File: src/rtl/sprite_pkg.sv
// Shared types and screen constants for the sprite blitter.
// Latency: n/a (declarations only).
// Backpressure: n/a.
package sprite_pkg;

    localparam int SCREEN_W = 320;
    localparam int SCREEN_H = 240;

    typedef logic        [15:0] color_t;      // RGB565
    typedef logic        [16:0] fb_addr_t;    // framebuffer word address
    typedef logic signed [10:0] scr_coord_t;  // signed screen coordinate

    localparam color_t KEY_COLOR = 16'hffff;  // transparent, never written

    typedef enum logic [1:0] {
        ST_IDLE  = 2'd0,
        ST_SCAN  = 2'd1,
        ST_DRAIN = 2'd2
    } blit_state_t;

endpackage

File: src/rtl/blit_addr_gen.sv
// Maps a sprite (row, col) to its ROM pixel index and framebuffer address.
// Latency: purely combinational, zero cycles.
// Backpressure: none; the caller holds the inputs while stalled.
// Ports: i_row/i_col sprite position, i_spr_w width, i_origin_x/y screen origin,
//        i_flip_h mirror; o_rom_pixel, o_sx/o_sy, o_on_screen, o_fb_addr.
module blit_addr_gen
    import sprite_pkg::*;
(
    input  logic        [5:0]  i_row,
    input  logic        [5:0]  i_col,
    input  logic        [5:0]  i_spr_w,
    input  logic signed [10:0] i_origin_x,
    input  logic signed [10:0] i_origin_y,
    input  logic               i_flip_h,
    output logic        [16:0] o_rom_pixel,
    output logic signed [10:0] o_sx,
    output logic signed [10:0] o_sy,
    output logic               o_on_screen,
    output logic        [16:0] o_fb_addr
);

    localparam scr_coord_t SX_LIM = scr_coord_t'(SCREEN_W);
    localparam scr_coord_t SY_LIM = scr_coord_t'(SCREEN_H);
    localparam fb_addr_t   ROW_PITCH = fb_addr_t'(SCREEN_W);

    logic [11:0] w_row_base;
    logic [5:0]  w_col_idx;
    fb_addr_t    w_sx_ext;
    fb_addr_t    w_sy_ext;

    // 6x6 product fits exactly in 12 bits; zero-extended into the 17-bit index.
    assign w_row_base  = {6'd0, i_row} * {6'd0, i_spr_w};
    assign w_col_idx   = i_flip_h ? (i_spr_w - 6'd1 - i_col) : i_col;
    assign o_rom_pixel = {5'd0, w_row_base} + {11'd0, w_col_idx};

    // Screen position always advances left to right; flip only changes which
    // ROM column feeds it. Wraps at 11 bits like the coordinate type.
    assign o_sx = i_origin_x + $signed({5'd0, i_col});
    assign o_sy = i_origin_y + $signed({5'd0, i_row});

    assign o_on_screen = !o_sx[10] && !o_sy[10] && (o_sx < SX_LIM) && (o_sy < SY_LIM);

    // Only meaningful when on screen, where both coordinates are non-negative.
    assign w_sx_ext  = {6'd0, o_sx};
    assign w_sy_ext  = {6'd0, o_sy};
    assign o_fb_addr = w_sy_ext * ROW_PITCH + w_sx_ext;

endmodule

File: src/rtl/sprite_blitter.sv
// Copies opaque, on-screen sprite ROM pixels into the RGB565 framebuffer.
// Latency: first write 2 cycles after start, 1 pixel/cycle, done at N+2.
// Backpressure: fb_valid && !fb_ready freezes counters, ROM index and output reg.
// Ports: i_clk/i_reset, draw command (i_start, i_origin_x/y, i_flip_h, i_spr_w/h),
//        ROM (o_rom_pixel, i_rom_color), framebuffer (o_fb_addr, o_fb_data,
//        o_fb_valid, i_fb_ready), status (o_busy, o_done).
module sprite_blitter
    import sprite_pkg::*;
(
    input  logic               i_clk,
    input  logic               i_reset,
    input  logic               i_start,
    input  logic signed [10:0] i_origin_x,
    input  logic signed [10:0] i_origin_y,
    input  logic               i_flip_h,
    input  logic        [5:0]  i_spr_w,
    input  logic        [5:0]  i_spr_h,
    output logic        [16:0] o_rom_pixel,
    input  logic        [15:0] i_rom_color,
    output logic        [16:0] o_fb_addr,
    output logic        [15:0] o_fb_data,
    output logic               o_fb_valid,
    input  logic               i_fb_ready,
    output logic               o_busy,
    output logic               o_done
);

    blit_state_t r_state;
    logic [5:0]  r_row, r_col, r_spr_w, r_spr_h;
    scr_coord_t  r_origin_x, r_origin_y;
    logic        r_flip_h;
    fb_addr_t    r_fb_addr;
    color_t      r_fb_data;
    logic        r_fb_valid, r_busy, r_done;

    scr_coord_t  w_sx, w_sy;
    logic        w_on_screen, w_write, w_stall, w_last_col, w_last_row;
    fb_addr_t    w_fb_addr;
    logic        w_unused;

    blit_addr_gen u_addr_gen (
        .i_row       (r_row),
        .i_col       (r_col),
        .i_spr_w     (r_spr_w),
        .i_origin_x  (r_origin_x),
        .i_origin_y  (r_origin_y),
        .i_flip_h    (r_flip_h),
        .o_rom_pixel (o_rom_pixel),
        .o_sx        (w_sx),
        .o_sy        (w_sy),
        .o_on_screen (w_on_screen),
        .o_fb_addr   (w_fb_addr)
    );

    // Coordinates are folded into o_on_screen / o_fb_addr already.
    assign w_unused = ^{w_sx, w_sy};

    assign w_stall    = r_fb_valid && !i_fb_ready;
    assign w_write    = (i_rom_color != KEY_COLOR) && w_on_screen;
    assign w_last_col = (r_col == r_spr_w - 6'd1);
    assign w_last_row = (r_row == r_spr_h - 6'd1);

    always_ff @(posedge i_clk) begin
        if (i_reset) begin
            r_state    <= ST_IDLE;
            r_row      <= '0;
            r_col      <= '0;
            r_spr_w    <= '0;
            r_spr_h    <= '0;
            r_origin_x <= '0;
            r_origin_y <= '0;
            r_flip_h   <= 1'b0;
            r_fb_addr  <= '0;
            r_fb_data  <= '0;
            r_fb_valid <= 1'b0;
            r_busy     <= 1'b0;
            r_done     <= 1'b0;
        end else begin
            r_done <= 1'b0;
            case (r_state)
                ST_IDLE: begin
                    if (i_start) begin
                        r_origin_x <= i_origin_x;
                        r_origin_y <= i_origin_y;
                        r_flip_h   <= i_flip_h;
                        r_spr_w    <= i_spr_w;
                        r_spr_h    <= i_spr_h;
                        r_row      <= '0;
                        r_col      <= '0;
                        r_busy     <= 1'b1;
                        // Empty sprite skips the scan entirely.
                        r_state    <= (i_spr_w == 6'd0 || i_spr_h == 6'd0) ? ST_DRAIN : ST_SCAN;
                    end
                end
                ST_SCAN: begin
                    if (!w_stall) begin
                        // Output register either takes this pixel or goes idle;
                        // skipped pixels leave the old addr/data in place.
                        r_fb_valid <= w_write;
                        if (w_write) begin
                            r_fb_addr <= w_fb_addr;
                            r_fb_data <= i_rom_color;
                        end
                        if (w_last_col) begin
                            r_col <= '0;
                            if (w_last_row) begin
                                r_row   <= '0;
                                r_state <= ST_DRAIN;
                            end else begin
                                r_row <= r_row + 6'd1;
                            end
                        end else begin
                            r_col <= r_col + 6'd1;
                        end
                    end
                end
                ST_DRAIN: begin
                    // Finish only once the last write has been taken.
                    if (!w_stall) begin
                        r_fb_valid <= 1'b0;
                        r_done     <= 1'b1;
                        r_busy     <= 1'b0;
                        r_state    <= ST_IDLE;
                    end
                end
                default: r_state <= ST_IDLE;
            endcase
        end
    end

    assign o_fb_addr  = r_fb_addr;
    assign o_fb_data  = r_fb_data;
    assign o_fb_valid = r_fb_valid;
    assign o_busy     = r_busy;
    assign o_done     = r_done;

endmodule

File: config.mk
export PLATFORM = sky130hd
export DESIGN_NAME = sprite_blitter
export DESIGN_NICKNAME = d
export VERILOG_FILES = /design/src/rtl/sprite_pkg.sv /design/src/rtl/blit_addr_gen.sv /design/src/rtl/sprite_blitter.sv
export SDC_FILE = /design/constraint.sdc
export NUM_CORES = 1
export LEC_CHECK = 0
export ABC_AREA = 1
export BUFFER_PORTS_ARGS = -buffer_cell sky130_fd_sc_hd__buf_4
export CAP_MARGIN = 30
export CORE_ASPECT_RATIO = 0.5
export CORE_MARGIN = 2
export CORE_UTILIZATION = 50
export DETAILED_ROUTE_END_ITERATION = 16
export PLACE_DENSITY = 0.71
export SLEW_MARGIN = 30
export SYNTH_ARGS = -nofsm -noshare
export SYNTH_HDL_FRONTEND = slang
export SYNTH_SLANG_ARGS = --single-unit
File: constraint.sdc
create_clock -name i_clk -period 11.6 [get_ports i_clk]
set_clock_uncertainty 0.05 [all_clocks]
set_input_delay 0.58 -clock i_clk [delete_from_list [all_inputs] [get_ports i_clk]]
set_output_delay 0.58 -clock i_clk [all_outputs]
set_load 0.005 [all_outputs]
==> reports/summary.txt, run 1 <==
initial antenna violation count: 0
crit-path max FO: 13
Mean Syn Cell Area: 6.56 um2
sequential share of the synthesized area: 23.6%
GR Util met1: 30.9%
Worst setup SP type: flip-flop
post-route minimum period: 5660 ps
Crit path top cell by count: fa_1
CP Data Arrival Time: 5030 ps
clock sink total: 85
setup TNS: 0 ps
Area after DPL: 0.00806 mm2
# resized after CTS: 0
Fill cells: 1342
Hold Vio Cnt, Final: 0
Die H: 88.9 um
fin nets: 1333
# rows: 30
placed insts: 1364
FF+latch count, synth: 85
Vias: 6749
drt initial violations: 360
met2 usage: 40.3%
largest net degree at the start of global routing: 75
FMAX: 177 MHz
CTS root buf: clkbuf_16
DPL Wire Length: 13.6 mm
Worst Tran Pin Value: 794 ps
final wirelength: 17.3 mm
full die area: 0.0155 mm2
core outline area: 0.0138 mm2
slowest CP cell: dfxtp_1
Crit. End Element: output port
hold bufs inserted after CTS: 0
post-CTS setup buffers: 0
Cells after Synth: 1100
CTS tree: done
DRC Markers: 0
drt pass-1 iters: 5
critical path's largest stage delay: 640 ps
H-tree depth: 3
max-cap check violation count: 0
Crit Path Class: reg2out
I/O Pins: 108
maximum vdd drop: 0.111 mV
clk_lat worst skew: 350 ps
crit-path cells: nand2_1 -> fa_1 -> fa_1 -> inv_1 -> fa_1 -> inv_1 -> fa_1 -> inv_1 -> ha_1 -> a21oi_1 -> o21ai_0 -> a21oi_1 -> o21ai_0 -> nand2_1 -> nand2_1 -> a21oi_1 -> xor2_1 -> buf_4
CTS Buf Count: 9
outcome: complete, no violations
commonest non-fill, non-tap cell in the layout: nand2_1
grt ovf: 0
EDFF count, synth: 0
Finished Layout Cells: 1380
ANT nets after route: 0
die width: 174 um
DR WL/cell: 12.6 um
Max Root-Sink Buffers: 2
HP Class: in2reg
Total Routing Usage GR: 23.3%
first-pass GRT wire length: 29.1 mm
warnings from Yosys: 0
Most used DFF post-synth: dfxtp_1
RSZ-0062 raised after global routing: no
# setup viols final: 0
vias in the first global route: 6263
Placer Congestion: 0.918
met3 GRT Util: 3.49%
area delta synth->final: 16.4%
share of cells above drive strength 1: 12.2%
design area: 0.00839 mm2
Async SR Flop Fraction: 0%
Mapped Area: 0.00721 mm2
IO Port Bufs: 103
Reg clk slew, reported paths: 70 ps
Max transition margin: 47.0%
max-slew violations: 0
Starting Density: 52.2%
Buf/Inv on CP: 4
Yosys cell types: 43
Req. time, crit path: 10970 ps
Pwr per Cell Area: 179 mW/mm2
Antenna diodes: 0
most frequent cells in the layout: 280 x nand2_1, 184 x inv_1, 160 x nor2_1
Vias/cell: 4.89
CP top delay family: adder cells
Leak: 4.72 nW
layer with the highest usage: met2
period utilisation layout: 48.8%
## report_power, final
part	switching, W	internal, W	total [W]	leakage [nW]
sequential	0.0000670	0.000365	0.000432	0.697
combinational	0.000440	0.000305	0.000745	3.86
clock	0.000126	0.000196	0.000323	0.160
## path summary, 6_finish.rpt
kind	slack [ps]	cells past startpoint	endpoint	startpoint
worst max register to register	7240	24	o_fb_addr[15]	r_row[0]
worst max-delay path	5940	18	o_rom_pixel[12]	r_row[2]
worst min-delay path	400	3	o_fb_data[8]	i_rom_color[8]
worst min register to register	420	2	r_origin_x[10]	r_origin_x[10]
## flip-flops by register name (all words and copies together), names as in the netlist
name,count
r_spr_w,6
r_col,6
o_busy,1
r_state,2
r_row,6
r_origin_x,11
o_fb_addr,17
o_fb_valid,1
r_flip_h,1
r_spr_h,6
r_origin_y,11
o_done,1
o_fb_data,16
## worst register-to-register path, delay by kind of cell (launching register included)
kind	cells	cell delay, ps
flops	1	580
simple gates	13	1180
xor+xnor	1	120
buf+inv	5	370
fa+ha+maj	5	1940
## layout make-up
type | instances | area [um2] | area share, %
multi-input cells | 796 | 4630 | 55.2
flip-flops and latches | 85 | 1700 | 20.3
repair buffers | 105 | 788 | 9.39
inverters | 186 | 698 | 8.32
well taps | 192 | 240 | 2.86
clock buffers | 10 | 239 | 2.85
clock inverters | 6 | 93.8 | 1.12
## metrics by stage
step / utilization [%] / hold slack, ps / total power [W] / setup slack, ps
6_report: 60.7 / 400 / 0.00150 / 5940
5_1_grt: 60.7 / 391 / 0.00164 / 5630
4_1_cts: 60.7 / 396 / 0.00151 / 5920
3_5_place_dp: 58.3 / 414 / 0.00118 / 6300
3_3_place_gp: 58.3 / 408 / 0.00117 / 6370
2_1_floorplan: - / 395 / 0.000965 / 6730
## metal layers
layer | wire [um] | vias up
met3 | 662 | 23
met2 | 7740 | 137
met1 | 8640 | 3028
met4 | 289 | 0
met5 | 0 | -
li1 | - | 3561
## synthesized netlist by cell type, types with 12 or more instances
| master | n | area, um2 |
|---|---|---|
| nor2_1 | 160 | 601 |
| nand3_1 | 52 | 260 |
| fa_1 | 25 | 500 |
| ha_1 | 70 | 876 |
| xnor2_1 | 18 | 158 |
| o21ai_0 | 48 | 240 |
| dfxtp_1 | 85 | 1700 |
| nand2_1 | 280 | 1050 |
| clkbuf_1 | 18 | 67.6 |
| a21oi_1 | 54 | 270 |
| inv_1 | 185 | 694 |
| xor2_1 | 28 | 245 |
| nand4_1 | 12 | 75.1 |
## logic make-up (layout without fill, tap and decap cells)
group / count (synthesis) / after routing / share of synthesized area (%)
adder cells (fa/ha/maj): 95 / 95 / 19.1
other: 1 / 4 / 0.0520
XOR/XNOR: 46 / 46 / 5.59
flip-flops: 85 / 85 / 23.6
AO/OA/AOI/OAI: 114 / 114 / 8.33
multiplexers: 1 / 1 / 0.139
buffers and inverters: 222 / 307 / 12.4
AND/OR/NAND/NOR: 536 / 536 / 30.9
Power figures use the tool's default switching activity.
==> run 2: changes to the inputs <==
- clock period: 11.6 -> 5.6 ns (I/O delays scaled with it)
==> run 2 against run 1 <==
Effect of this change: global-route usage increased by 0.21 points; sequential cell count is the same; register-to-register slack worse by 5900 ps; sequential power increased by 100%; critical path depth unchanged; sequential share of layout area is essentially flat; final cell count up 0.29%; die area unchanged; combinational power is 110% higher; core utilization barely moved.
==> reports/summary.txt, run 2 (synthesis gave the netlist of run 1 again) <==
initial antenna violation count: 0 (unchanged)
max-slew violations: 0 (unchanged)
DPL Wire Length: 13.6 mm (about the same)
DRC Markers: 0 (unchanged)
drt initial violations: 354 (-1.7%)
slowest CP cell: fa_1
final wirelength: 17.2 mm (-0.82%)
final design utilization: 60.7% (about the same)
RSZ-0062 raised after global routing: no
crit-path cells: nand2_1 -> fa_1 -> fa_1 -> inv_1 -> fa_1 -> inv_1 -> fa_1 -> inv_1 -> ha_1 -> a21oi_1 -> o21ai_0 -> a21oi_1 -> o21ai_0 -> nand2_1 -> nand2_1 -> a21oi_1 -> xor2_1 -> buf_4
Power Total: 0.00303 W (+100%)
drt pass-1 iters: 5 (unchanged)
Vias/cell: 4.86 (-0.58%)
largest net degree at the start of global routing: 75 (unchanged)
area of the multi-input gates: 0.00463 mm2 (unchanged)
HP Class: in2reg
Starting Density: 52.2% (unchanged)
clock sink total: 85 (unchanged)
full die area: 0.0155 mm2 (unchanged)
hold bufs inserted after CTS: 0 (unchanged)
H-tree depth: 3 (unchanged)
grt ovf: 0 (unchanged)
CP Data Arrival Time: 4880 ps (-150 ps)
Die H: 88.9 um (unchanged)
setup TNS: 0 ps (unchanged)
launch point of the worst reg-to-reg path: r_row[0]
FMAX: 192 MHz
max-cap check violation count: 0 (unchanged)
IO Port Bufs: 103 (unchanged)
Vias: 6729 (-0.30%)
FF-to-FF End: o_fb_addr[15]
Worst Tran Pin Value: 821 ps (+27.2 ps)
Hold EP: o_fb_data[4]
# setup viols final: 0 (unchanged)
core outline area: 0.0138 mm2 (unchanged)
Crit Path Class: reg2out
outcome: complete, no violations
Max Root-Sink Buffers: 2 (unchanged)
Pwr per Cell Area: 362 mW/mm2 (+100%)
Worst setup SP type: flip-flop
Hold WS: 109 ps (-291 ps)
Max transition margin: 45.1% (-1.8 points)
ANT nets after route: 0 (unchanged)
design area: 0.00839 mm2 (about the same)
# resized after CTS: 0 (unchanged)
Crit. End Element: output port
Crit path top cell by count: fa_1
# rows: 30 (unchanged)
vias in the first global route: 6441 (+2.8%)
crit-path max FO: 9 (-4)
critical path's largest stage delay: 580 ps (-60 ps)
fin nets: 1338 (+0.38%)
post-route minimum period: 5210 ps
share of cells above drive strength 1: 12.5% (+0.29 points)
Req. time, crit path: 5270 ps (-5700 ps)
Reg clk slew, reported paths: 70 ps (about the same)
maximum vdd drop: 0.193 mV (+75%)
DR WL/cell: 12.4 um (-1.1%)
Leak: 4.73 nW (+0.18%)
Hold Crit Start: i_rom_color[4]
Total Routing Usage GR: 23.5% (+0.21 points)
CTS root buf: clkbuf_16
Hold Vio Cnt, Final: 0 (unchanged)
Placer Congestion: 0.888 (-3.2%)
Area after DPL: 0.00810 mm2 (+0.47%)
CTS tree: done
Hold Path Depth: 3 (unchanged)
Fill cells: 1356 (+1.0%)
I/O Pins: 108 (unchanged)
worst r2r path cells: 25 (+4.2%)
most frequent cells in the layout: 280 x nand2_1, 184 x inv_1, 160 x nor2_1
area delta synth->final: 16.3% (about the same)
post-CTS setup buffers: 0 (unchanged)
Largest register FFs: 17 (unchanged)
commonest non-fill, non-tap cell in the layout: nand2_1
die width: 174 um (unchanged)
Antenna diodes: 0 (unchanged)
clk_lat worst skew: 340 ps (about the same)
FF/Latch Area: 0.00170 mm2 (unchanged)
first-pass GRT wire length: 29.5 mm (+1.2%)
worst reg-to-reg setup slack: 1370 ps (-5870 ps)
period utilisation layout: 93.0%
CTS Buf Count: 9 (unchanged)
## run 2: cell types whose count changed in the layout (fill, tap and decap cells not counted)
cell,before,now
clkbuf_8,1,0
bufinv_16,2,1
inv_6,2,0
clkinv_2,0,2
buf_4,105,110
clkinv_4,1,2
## run 2: how the worst max path moves through the flow
stage	from	cells after the start	end
CTS	r_row[3]	20	o_rom_pixel[12]
floorplan	r_row[0]	18	o_rom_pixel[12]
finish	r_spr_w[4]	18	o_rom_pixel[12]
detailed placement	r_row[3]	20	o_rom_pixel[12]
global route	r_spr_w[5]	18	o_rom_pixel[12]
global placement	r_spr_w[4]	18	o_rom_pixel[12]
## run 2: cell type report
| class | count | share of cell area, % |
|---|---|---|
| Clock buffer | 9 | 2.69 |
| Clock inverter | 6 | 0.776 |
| Inverter | 186 | 8.33 |
| Multi-Input combinational cell | 796 | 55.2 |
| Sequential cell | 85 | 20.3 |
| Tap cell | 192 | 2.86 |
| Timing Repair Buffer | 110 | 9.85 |
## run 2: worst max-delay path, delay by kind of cell (launching register included)
family / cells / cell delay, ps
xor gates and xnor gates: 1 / 160
DFF: 1 / 500
and+or+nand+nor: 3 / 260
AOI/OAI and AO/OA: 5 / 820
adders and majority gates: 5 / 2500
buffers and inverters: 4 / 290
## run 2: per-layer routing
metal | GRT usage, % | up-vias | share of wire (%)
met4 | 6.65 | 0 | 1.3
met2 | 40.6 | 160 | 44
met1 | 31.3 | 2976 | 49
met3 | 3.36 | 18 | 4.9
met5 | 0 | - | 0
li1 | - | 3575 | -
## run 2: metrics by stage
| step | instances | worst slack, ps |
|---|---|---|
| floorplan | 1103 | 1030 |
| finish | 1384 | 395 |
| detailed placement | 1369 | 796 |
| global route | 1384 | 101 |
| global placement | 1369 | 802 |
| CTS | 1384 | 379 |
## run 2: where the power goes
group	total, W	leakage, nW	internal [W]	switching [W]
clock	0.000591	0.141	0.000343	0.000248
sequential	0.000880	0.697	0.000756	0.000124
combinational	0.00156	3.89	0.000637	0.000927
total	0.00303	4.73	0.00174	0.00130
